===== src/rtl/mem_req_arbiter_if.sv =====
// Requester-side and transaction-side signal bundle for mem_req_arbiter.
// The master modport is the environment (crypto cores and transaction FSM); the slave modport is the arbiter.
interface mem_req_arbiter_if #(
    parameter int N_REQ  = 2,
    parameter int ADDR_W = 24
);
    logic [N_REQ-1:0]        in_req;
    logic [N_REQ-1:0]        in_rw;
    logic [N_REQ*ADDR_W-1:0] in_addr;
    logic [N_REQ-1:0]        out_gnt;
    logic [N_REQ-1:0]        out_done;
    logic [N_REQ-1:0]        out_err;
    logic                    out_txn_start;
    logic                    out_txn_rw;
    logic [ADDR_W-1:0]       out_txn_addr;
    logic                    out_txn_abort;
    logic                    in_txn_done;
    logic                    out_busy;

    modport master (
        output in_req, in_rw, in_addr, in_txn_done,
        input  out_gnt, out_done, out_err, out_txn_start, out_txn_rw,
               out_txn_addr, out_txn_abort, out_busy
    );

    modport slave (
        input  in_req, in_rw, in_addr, in_txn_done,
        output out_gnt, out_done, out_err, out_txn_start, out_txn_rw,
               out_txn_addr, out_txn_abort, out_busy
    );
endinterface


===== src/rtl/mem_req_arbiter.sv =====
// Round-robin arbiter that serialises N_REQ requesters onto one memory transaction path,
// latching the winner's command and aborting transactions that exceed TIMEOUT cycles.
module mem_req_arbiter #(
    parameter int N_REQ   = 2,
    parameter int ADDR_W  = 24,
    parameter int TIMEOUT = 1023
) (
    input  logic               clk,
    input  logic               rst_n,
    mem_req_arbiter_if.slave   bus
);
    localparam int PTR_W = (N_REQ > 1) ? $clog2(N_REQ) : 1;
    localparam int CNT_W = $clog2(TIMEOUT + 1);

    typedef enum logic [1:0] {IDLE, START, WAIT} state_t;

    state_t             state_reg, state_next;
    logic [PTR_W-1:0]   ptr_reg, ptr_next;
    logic [PTR_W-1:0]   win_reg, win_next;
    logic [CNT_W-1:0]   count_reg, count_next;
    logic [N_REQ-1:0]   gnt_reg, gnt_next;
    logic [N_REQ-1:0]   done_reg, done_next;
    logic [N_REQ-1:0]   err_reg, err_next;
    logic               start_reg, start_next;
    logic               abort_reg, abort_next;
    logic               busy_reg, busy_next;
    logic               rw_reg, rw_next;
    logic [ADDR_W-1:0]  addr_reg, addr_next;

    logic [ADDR_W-1:0]  addr_slice [N_REQ];

    for (genvar gi = 0; gi < N_REQ; gi++) begin : g_slice
        assign addr_slice[gi] = bus.in_addr[gi*ADDR_W +: ADDR_W];
    end

    // First pending requester at or after ptr, wrapping modulo N_REQ.
    logic               found;
    logic [PTR_W-1:0]   pick;
    logic [PTR_W:0]     sum;
    logic [PTR_W-1:0]   idx;

    always_comb begin
        found = 1'b0;
        pick  = '0;
        sum   = '0;
        idx   = '0;
        for (int j = 0; j < N_REQ; j++) begin
            sum = {1'b0, ptr_reg} + (PTR_W+1)'(j);
            if (sum >= (PTR_W+1)'(N_REQ))
                sum = sum - (PTR_W+1)'(N_REQ);
            idx = sum[PTR_W-1:0];
            if (!found && bus.in_req[idx]) begin
                found = 1'b1;
                pick  = idx;
            end
        end
    end

    always_ff @(posedge clk or negedge rst_n) begin
        if (!rst_n) begin
            state_reg <= IDLE;
            ptr_reg   <= '0;
            win_reg   <= '0;
            count_reg <= '0;
            gnt_reg   <= '0;
            done_reg  <= '0;
            err_reg   <= '0;
            start_reg <= 1'b0;
            abort_reg <= 1'b0;
            busy_reg  <= 1'b0;
            rw_reg    <= 1'b0;
            addr_reg  <= '0;
        end else begin
            state_reg <= state_next;
            ptr_reg   <= ptr_next;
            win_reg   <= win_next;
            count_reg <= count_next;
            gnt_reg   <= gnt_next;
            done_reg  <= done_next;
            err_reg   <= err_next;
            start_reg <= start_next;
            abort_reg <= abort_next;
            busy_reg  <= busy_next;
            rw_reg    <= rw_next;
            addr_reg  <= addr_next;
        end
    end

    always_comb begin
        state_next = state_reg;
        ptr_next   = ptr_reg;
        win_next   = win_reg;
        count_next = count_reg;
        gnt_next   = gnt_reg;
        done_next  = '0;
        err_next   = '0;
        start_next = 1'b0;
        abort_next = 1'b0;
        busy_next  = busy_reg;
        rw_next    = rw_reg;
        addr_next  = addr_reg;
        case (state_reg)
            IDLE: begin
                if (found) begin
                    state_next     = START;
                    win_next       = pick;
                    gnt_next       = '0;
                    gnt_next[pick] = 1'b1;
                    addr_next      = addr_slice[pick];
                    rw_next        = bus.in_rw[pick];
                    start_next     = 1'b1;
                    busy_next      = 1'b1;
                end
            end
            START: begin
                state_next = WAIT;
                count_next = '0;
            end
            WAIT: begin
                // Done wins over a coincident timeout.
                if (bus.in_txn_done || count_reg == CNT_W'(TIMEOUT - 1)) begin
                    if (bus.in_txn_done) begin
                        done_next[win_reg] = 1'b1;
                    end else begin
                        err_next[win_reg] = 1'b1;
                        abort_next        = 1'b1;
                    end
                    state_next = IDLE;
                    gnt_next   = '0;
                    busy_next  = 1'b0;
                    ptr_next   = (win_reg == PTR_W'(N_REQ - 1)) ? '0 : win_reg + 1'b1;
                end else begin
                    count_next = count_reg + 1'b1;
                end
            end
            default: state_next = IDLE;
        endcase
    end

    assign bus.out_gnt       = gnt_reg;
    assign bus.out_done      = done_reg;
    assign bus.out_err       = err_reg;
    assign bus.out_txn_start = start_reg;
    assign bus.out_txn_abort = abort_reg;
    assign bus.out_txn_rw    = rw_reg;
    assign bus.out_txn_addr  = addr_reg;
    assign bus.out_busy      = busy_reg;
endmodule


===== src/flat_wrapper.sv =====
// flat-port wrapper written by rule: the top's interface ports become plain ports
module mem_req_arbiter_flat 
#(
    parameter int N_REQ   = 2,
    parameter int ADDR_W  = 24,
    parameter int TIMEOUT = 1023
)
  (clk, rst_n, bus_in_req, bus_in_rw, bus_in_addr, bus_in_txn_done, bus_out_gnt, bus_out_done, bus_out_err, bus_out_txn_start, bus_out_txn_rw, bus_out_txn_addr, bus_out_txn_abort, bus_out_busy);
  mem_req_arbiter_if #(.N_REQ(N_REQ), .ADDR_W(ADDR_W)) bus_i ();
  input  logic clk;
  input  logic rst_n;
  input wire logic [$bits(bus_i.in_req)-1:0] bus_in_req;
  input wire logic [$bits(bus_i.in_rw)-1:0] bus_in_rw;
  input wire logic [$bits(bus_i.in_addr)-1:0] bus_in_addr;
  input wire logic [$bits(bus_i.in_txn_done)-1:0] bus_in_txn_done;
  output wire logic [$bits(bus_i.out_gnt)-1:0] bus_out_gnt;
  output wire logic [$bits(bus_i.out_done)-1:0] bus_out_done;
  output wire logic [$bits(bus_i.out_err)-1:0] bus_out_err;
  output wire logic [$bits(bus_i.out_txn_start)-1:0] bus_out_txn_start;
  output wire logic [$bits(bus_i.out_txn_rw)-1:0] bus_out_txn_rw;
  output wire logic [$bits(bus_i.out_txn_addr)-1:0] bus_out_txn_addr;
  output wire logic [$bits(bus_i.out_txn_abort)-1:0] bus_out_txn_abort;
  output wire logic [$bits(bus_i.out_busy)-1:0] bus_out_busy;
  assign bus_i.in_req = bus_in_req;
  assign bus_i.in_rw = bus_in_rw;
  assign bus_i.in_addr = bus_in_addr;
  assign bus_i.in_txn_done = bus_in_txn_done;
  assign bus_out_gnt = bus_i.out_gnt;
  assign bus_out_done = bus_i.out_done;
  assign bus_out_err = bus_i.out_err;
  assign bus_out_txn_start = bus_i.out_txn_start;
  assign bus_out_txn_rw = bus_i.out_txn_rw;
  assign bus_out_txn_addr = bus_i.out_txn_addr;
  assign bus_out_txn_abort = bus_i.out_txn_abort;
  assign bus_out_busy = bus_i.out_busy;
  mem_req_arbiter #(.N_REQ(N_REQ), .ADDR_W(ADDR_W), .TIMEOUT(TIMEOUT)) u_core (.clk(clk), .rst_n(rst_n), .bus(bus_i));
endmodule

===== config.mk =====
export PLATFORM = sky130hd
export DESIGN_NAME = mem_req_arbiter_flat
export DESIGN_NICKNAME = d
export VERILOG_FILES = /design/src/rtl/mem_req_arbiter_if.sv /design/src/rtl/mem_req_arbiter.sv /design/src/flat_wrapper.sv
export SDC_FILE = /design/constraint.sdc
export NUM_CORES = 1
export LEC_CHECK = 0
export ABC_AREA = 1
export CORE_MARGIN = 1
export CORE_UTILIZATION = 30
export DETAILED_ROUTE_END_ITERATION = 10
export PLACE_DENSITY = 0.7
export SLEW_MARGIN = 10
export SYNTH_ARGS = -nofsm -noshare
export SYNTH_HDL_FRONTEND = slang
export SYNTH_SLANG_ARGS = --single-unit

===== constraint.sdc =====
create_clock -name clk -period 2.51 [get_ports clk]
set_clock_uncertainty 0.2 [all_clocks]
set_input_delay 0.502 -clock clk [delete_from_list [all_inputs] [get_ports clk]]
set_output_delay 0.502 -clock clk [all_outputs]
set_load 0.01 [all_outputs]

# Word-level counts from Yosys, hierarchy flattened

Cells that the tools add are included.

$lt $le $gt $ge: 9
Add/subtract/negate cells: 5
Reductions and logical operators: 13
Bitwise gates (word level): 1
Muxes and demuxes: 41
Equality and inequality tests: 6

Operators with widths:

| operator                | number |
|---|---|
| $mux W24                | 3 |
| $mux W1                 | 22 |
| $pmux W10 S2            | 1 |
| $mux W2                 | 9 |
| $add A10 B1 Y10 const B | 1 |
| $eq A10 B10 Y1 const B  | 1 |
| $mux W10                | 1 |
| $lt A1 B2 Y1 const B    | 4 |
| $reduce_and A2 Y1       | 4 |
| $pmux W2 S3             | 1 |
| $ge A2 B2 Y1 const B    | 2 |
| $ne A2 B1 Y1 const B    | 2 |
| $pmux W2 S2             | 1 |
| $reduce_bool A2 Y1      | 2 |
| $logic_and A1 B1 Y1     | 3 |
| $reduce_and A3 Y1       | 1 |
| $add A1 B1 Y2 const B   | 1 |
| $demux W1 S1            | 2 |
| $eq A2 B1 Y1 const B    | 1 |
| $eq A2 B2 Y1 const B    | 1 |
| $ge A1 B1 Y1 const B    | 2 |
| $ge A1 B2 Y1 const B    | 1 |
| $logic_not A2 Y1        | 1 |
| $ne A2 B2 Y1 const B    | 1 |
| other kinds (6)         | 7 |

Output and inout port bits: 34
Input bits: 55
Logic and storage cells: 87
Bits in registers: 48

# Depth between registers and ports, before layout

Depth in word-level cells: 14
Depth in mapped cells: 9
Depth with buffers taken out: 9

# Worst setup path before layout

No wires, ideal clock.

Path kind: reg2reg
Start: register u_core.count_reg[0]
End: register u_core.count_reg[3]
Period minus slack after synthesis: 1509 ps
Setup slack: 1001 ps
Stages on the path, launching flop included: 10
Arrival time: 1192 ps
Library setup time: 117 ps
Buffers on the path: 0
Data required time: 2193 ps
Cells stage by stage: dfrtp_1 inv_1 ha_1 nand3_1 nor2_4 nand2_2 nand2_4 nand2_4 nand2_1 nand2_1

Longest elaborated chain between the ends: 4
Elaborated cells between the ends (all ways): 7
Classes of those cells: add/sub (1); eq/ne (2); mux (2); reduce/logical (2)

RTL lines:

| element                                                                 | RTL line              | source |
|---|---|---|
| start: declaration                                                      | mem_req_arbiter.sv:20 | `logic [CNT_W-1:0] count_reg, count_next;` |
| start signal: assignment                                                | mem_req_arbiter.sv:77 | `count_reg <= count_next;` |
| parallel branches: the longest is 4 deep, another holds $add A10 B1 Y10 | -                     |  |

Several ways; the timed one is not identified. The select of a mux whose other input is x is not followed.
A chain may end at the register's enable or synchronous reset.

# Final worst setup path

Start: register u_core.addr_reg[22] (netlist: u_core.bus.out_txn_addr[22])
End: output port bus_out_txn_addr[22]

RTL lines:

| element                  | RTL line              | source |
|---|---|---|
| start: declaration       | mem_req_arbiter.sv:28 | `logic [ADDR_W-1:0] addr_reg, addr_next;` |
| start signal: assignment | mem_req_arbiter.sv:85 | `addr_reg <= addr_next;` |
| end: declaration         | flat_wrapper.sv:21    | `output wire logic [$bits(bus_i.out_txn_addr)-1:0] bus_out_txn_addr;` |

No word-level cell between the ends.

==> impl_results.md <==
* Status: complete, no violations
* Rel. slew slack at 0.600
* Synth Instances at 268
* Number of cells on the critical path at 1
* Pwr Total at 0.00312 W
* GR Overflow Total at 0
* Routed WL at 5310 microns
* # DRC at 0
* Avg Inst Size Synth at 8.49 sq um
* P&R area growth vs syn at 46.9%
* P per Cell Area at 933 mW/mm^2
* Share of layout cells above drive strength 1 at 0.0808
* Crit end category: output port
* CTS tree: built
* Max VDD drop at 307 uV
* Tcrit/Tclk final at 0.774
* CP peak stage delay at 0.58 ns
* Crit-path leading delay family: buffers and inverters
* Slowest-stage cell, CP: clkdlybuf4s50_1
* Hold crit path type: primary input to asynchronous set/reset pin
* Final Slew Violations at 0
* Io pins at 89
* DRT iter0 DRCs at 104
* Largest area contributor in the netlist: dfrtp_1
* Root buffer cell: clkbuf_8
* Post-synthesis instance area at 0.00228 sq mm
* Reg2Reg Setup Slack at 0.83 ns
* Critical path data arrival time at 1.24 ns
* Buf/Inv on CP at 1
* Setup Fix Bufs, Post-CTS at 0
* Maximum clock frequency at 515 MHz
* CP Cell Sequence: clkdlybuf4s50_1
* Resized cells post-CTS at 0
* Initial antenna violation count at 0
* CP Max Fanout at 2
* Top post-synthesis cells by area: dfrtp_1, nand2_1, a31oi_1
* Ys Warns at 0
* TritonRoute pass-1 iters at 4
* Worst Path Required at 1.81 ns
* Num CTS Buffers at 5
* Die Wd at 89.1 microns
* CP Class: flip-flop to output port
* Top-area cell type share of the netlist area at 0.528
* CTS H-tree lvls at 2
* CTS max path bufs at 2
* Setup TNS at 0 ns
* Number of global-route vias before repair at 1,990
* Max-cap violations at 0
* Die Y at 89.1 microns
* Initial Util at 0.312
* Detailed-route via count at 2,021
* First-pass GRT wire length at 9070 microns
* DR WL/cell at 11.6 microns
* Leak pwr at 1.46 nW
* IO Port Bufs at 88
* Die Area at 0.00794 sq mm
* Diodes inserted at 0
* Fin crit period at 1.94 ns
* Core footprint at 0.00729 sq mm
* RSZ-0062 raised after global routing: false
* Remaining antenna violation count at 0
* HPWL Detailed at 4020 microns
* Largest net degree at the start of global routing at 49
* Worst-path clk slew at 0.09 ns
* Worst R2R Path Depth at 9
* WHS at 0.0812 ns
* Seq cells post-synth at 48
* Hold buffers post-CTS at 0
* Total track usage at 0.147
* Critical Path Start Type: flip-flop
* Num rows at 31
* Slew @ Worst Pin at 0.600 ns
* Largest register FFs at 24
* Synth cell types at 23
* # nets final at 415
* Clk_lat worst skew at 0.30 ns
* Endpoints failing hold at 0
* TritonCTS sink count at 48
* Final setup viols at 0
* Sequential fraction of the synthesis area at 0.528
* Syn nets at 325
* Vias/cell at 4.41
* GP Congestion at 0.834
kinds of logic after synthesis:
logic type                 share of synthesized area
buffers and inverters                         0.0649
adders and majority gates                     0.0110
and+or+nand+nor                                0.289
AOI/OAI and AO/OA                             0.0918
xor gates and xnor gates                      0.0154
DFF                                            0.528
worst paths after layout:
check,from,endpoint
setup / recovery,u_core.bus.out_txn_addr[22],bus_out_txn_addr[22]
hold / removal,rst_n,u_core.bus.out_err[0]
setup reg to reg,u_core.count_reg[0],u_core.count_reg[7]
hold reg to reg,u_core.win_reg,u_core.bus.out_err[0]
max in group asynchronous,rst_n,u_core.count_reg[3]
min in group clk,u_core.win_reg,u_core.bus.out_err[0]
metrics by stage:
stage	setup slack (ns)	instance area, sq um	cells	util
2_1_floorplan	1.00	2280	268	-
3_3_place_gp	0.426	3250	450	0.446
3_5_place_dp	0.404	3250	450	0.446
4_1_cts	0.540	3340	458	0.459
5_1_grt	0.511	3340	458	0.459
6_report	0.567	3340	458	0.459
Yosys cell counts, drive strengths merged:
library cell and number:
nand3 17, o21ai 9, nor2 38, ha 2
a31oi 22, inv 21, or2 1, buf 9
xor2 2, nand4 5, nand2 92, dfrtp 48
xnor2 2
area by class of cell:
cell class                      instances  area (sq um)
Fill cell                             751          3950
Clock inverter                          3          23.8
Clock buffer                            5          68.8
Sequential cell                        48          1200
Timing Repair Buffer                   92           918
Tap cell                               99           124
Inverter                               21          81.3
Multi-Input combinational cell        190           927
where the power goes:
group | internal [W] | switching, W | total (W)
registers | 0.00106 | 0.000163 | 0.00122
clock network | 0.000197 | 0.000267 | 0.000464
logic | 0.000718 | 0.000717 | 0.00143
total | 0.00197 | 0.00115 | 0.00312
layout by cell type (no fill, tap or decap), drive strengths merged:
cell type,count
a31oi,22
buf,5
clkbuf,5
clkdlybuf4s50,87
clkinv,1
clkinvlp,2
dfrtp,48
ha,2
inv,21
nand2,92
nand3,17
nand4,5
nor2,38
o21ai,9
or2,1
xnor2,2
xor2,2
per-layer routing:
metal	vias up	global-route usage	part of all wire
li1	1044	-	-
met1	903	0.172	0.42
met2	68	0.264	0.49
met3	6	0.0443	0.074
met4	0	0.0390	0.010
met5	-	0	0
Power figures use the tool's default switching activity.
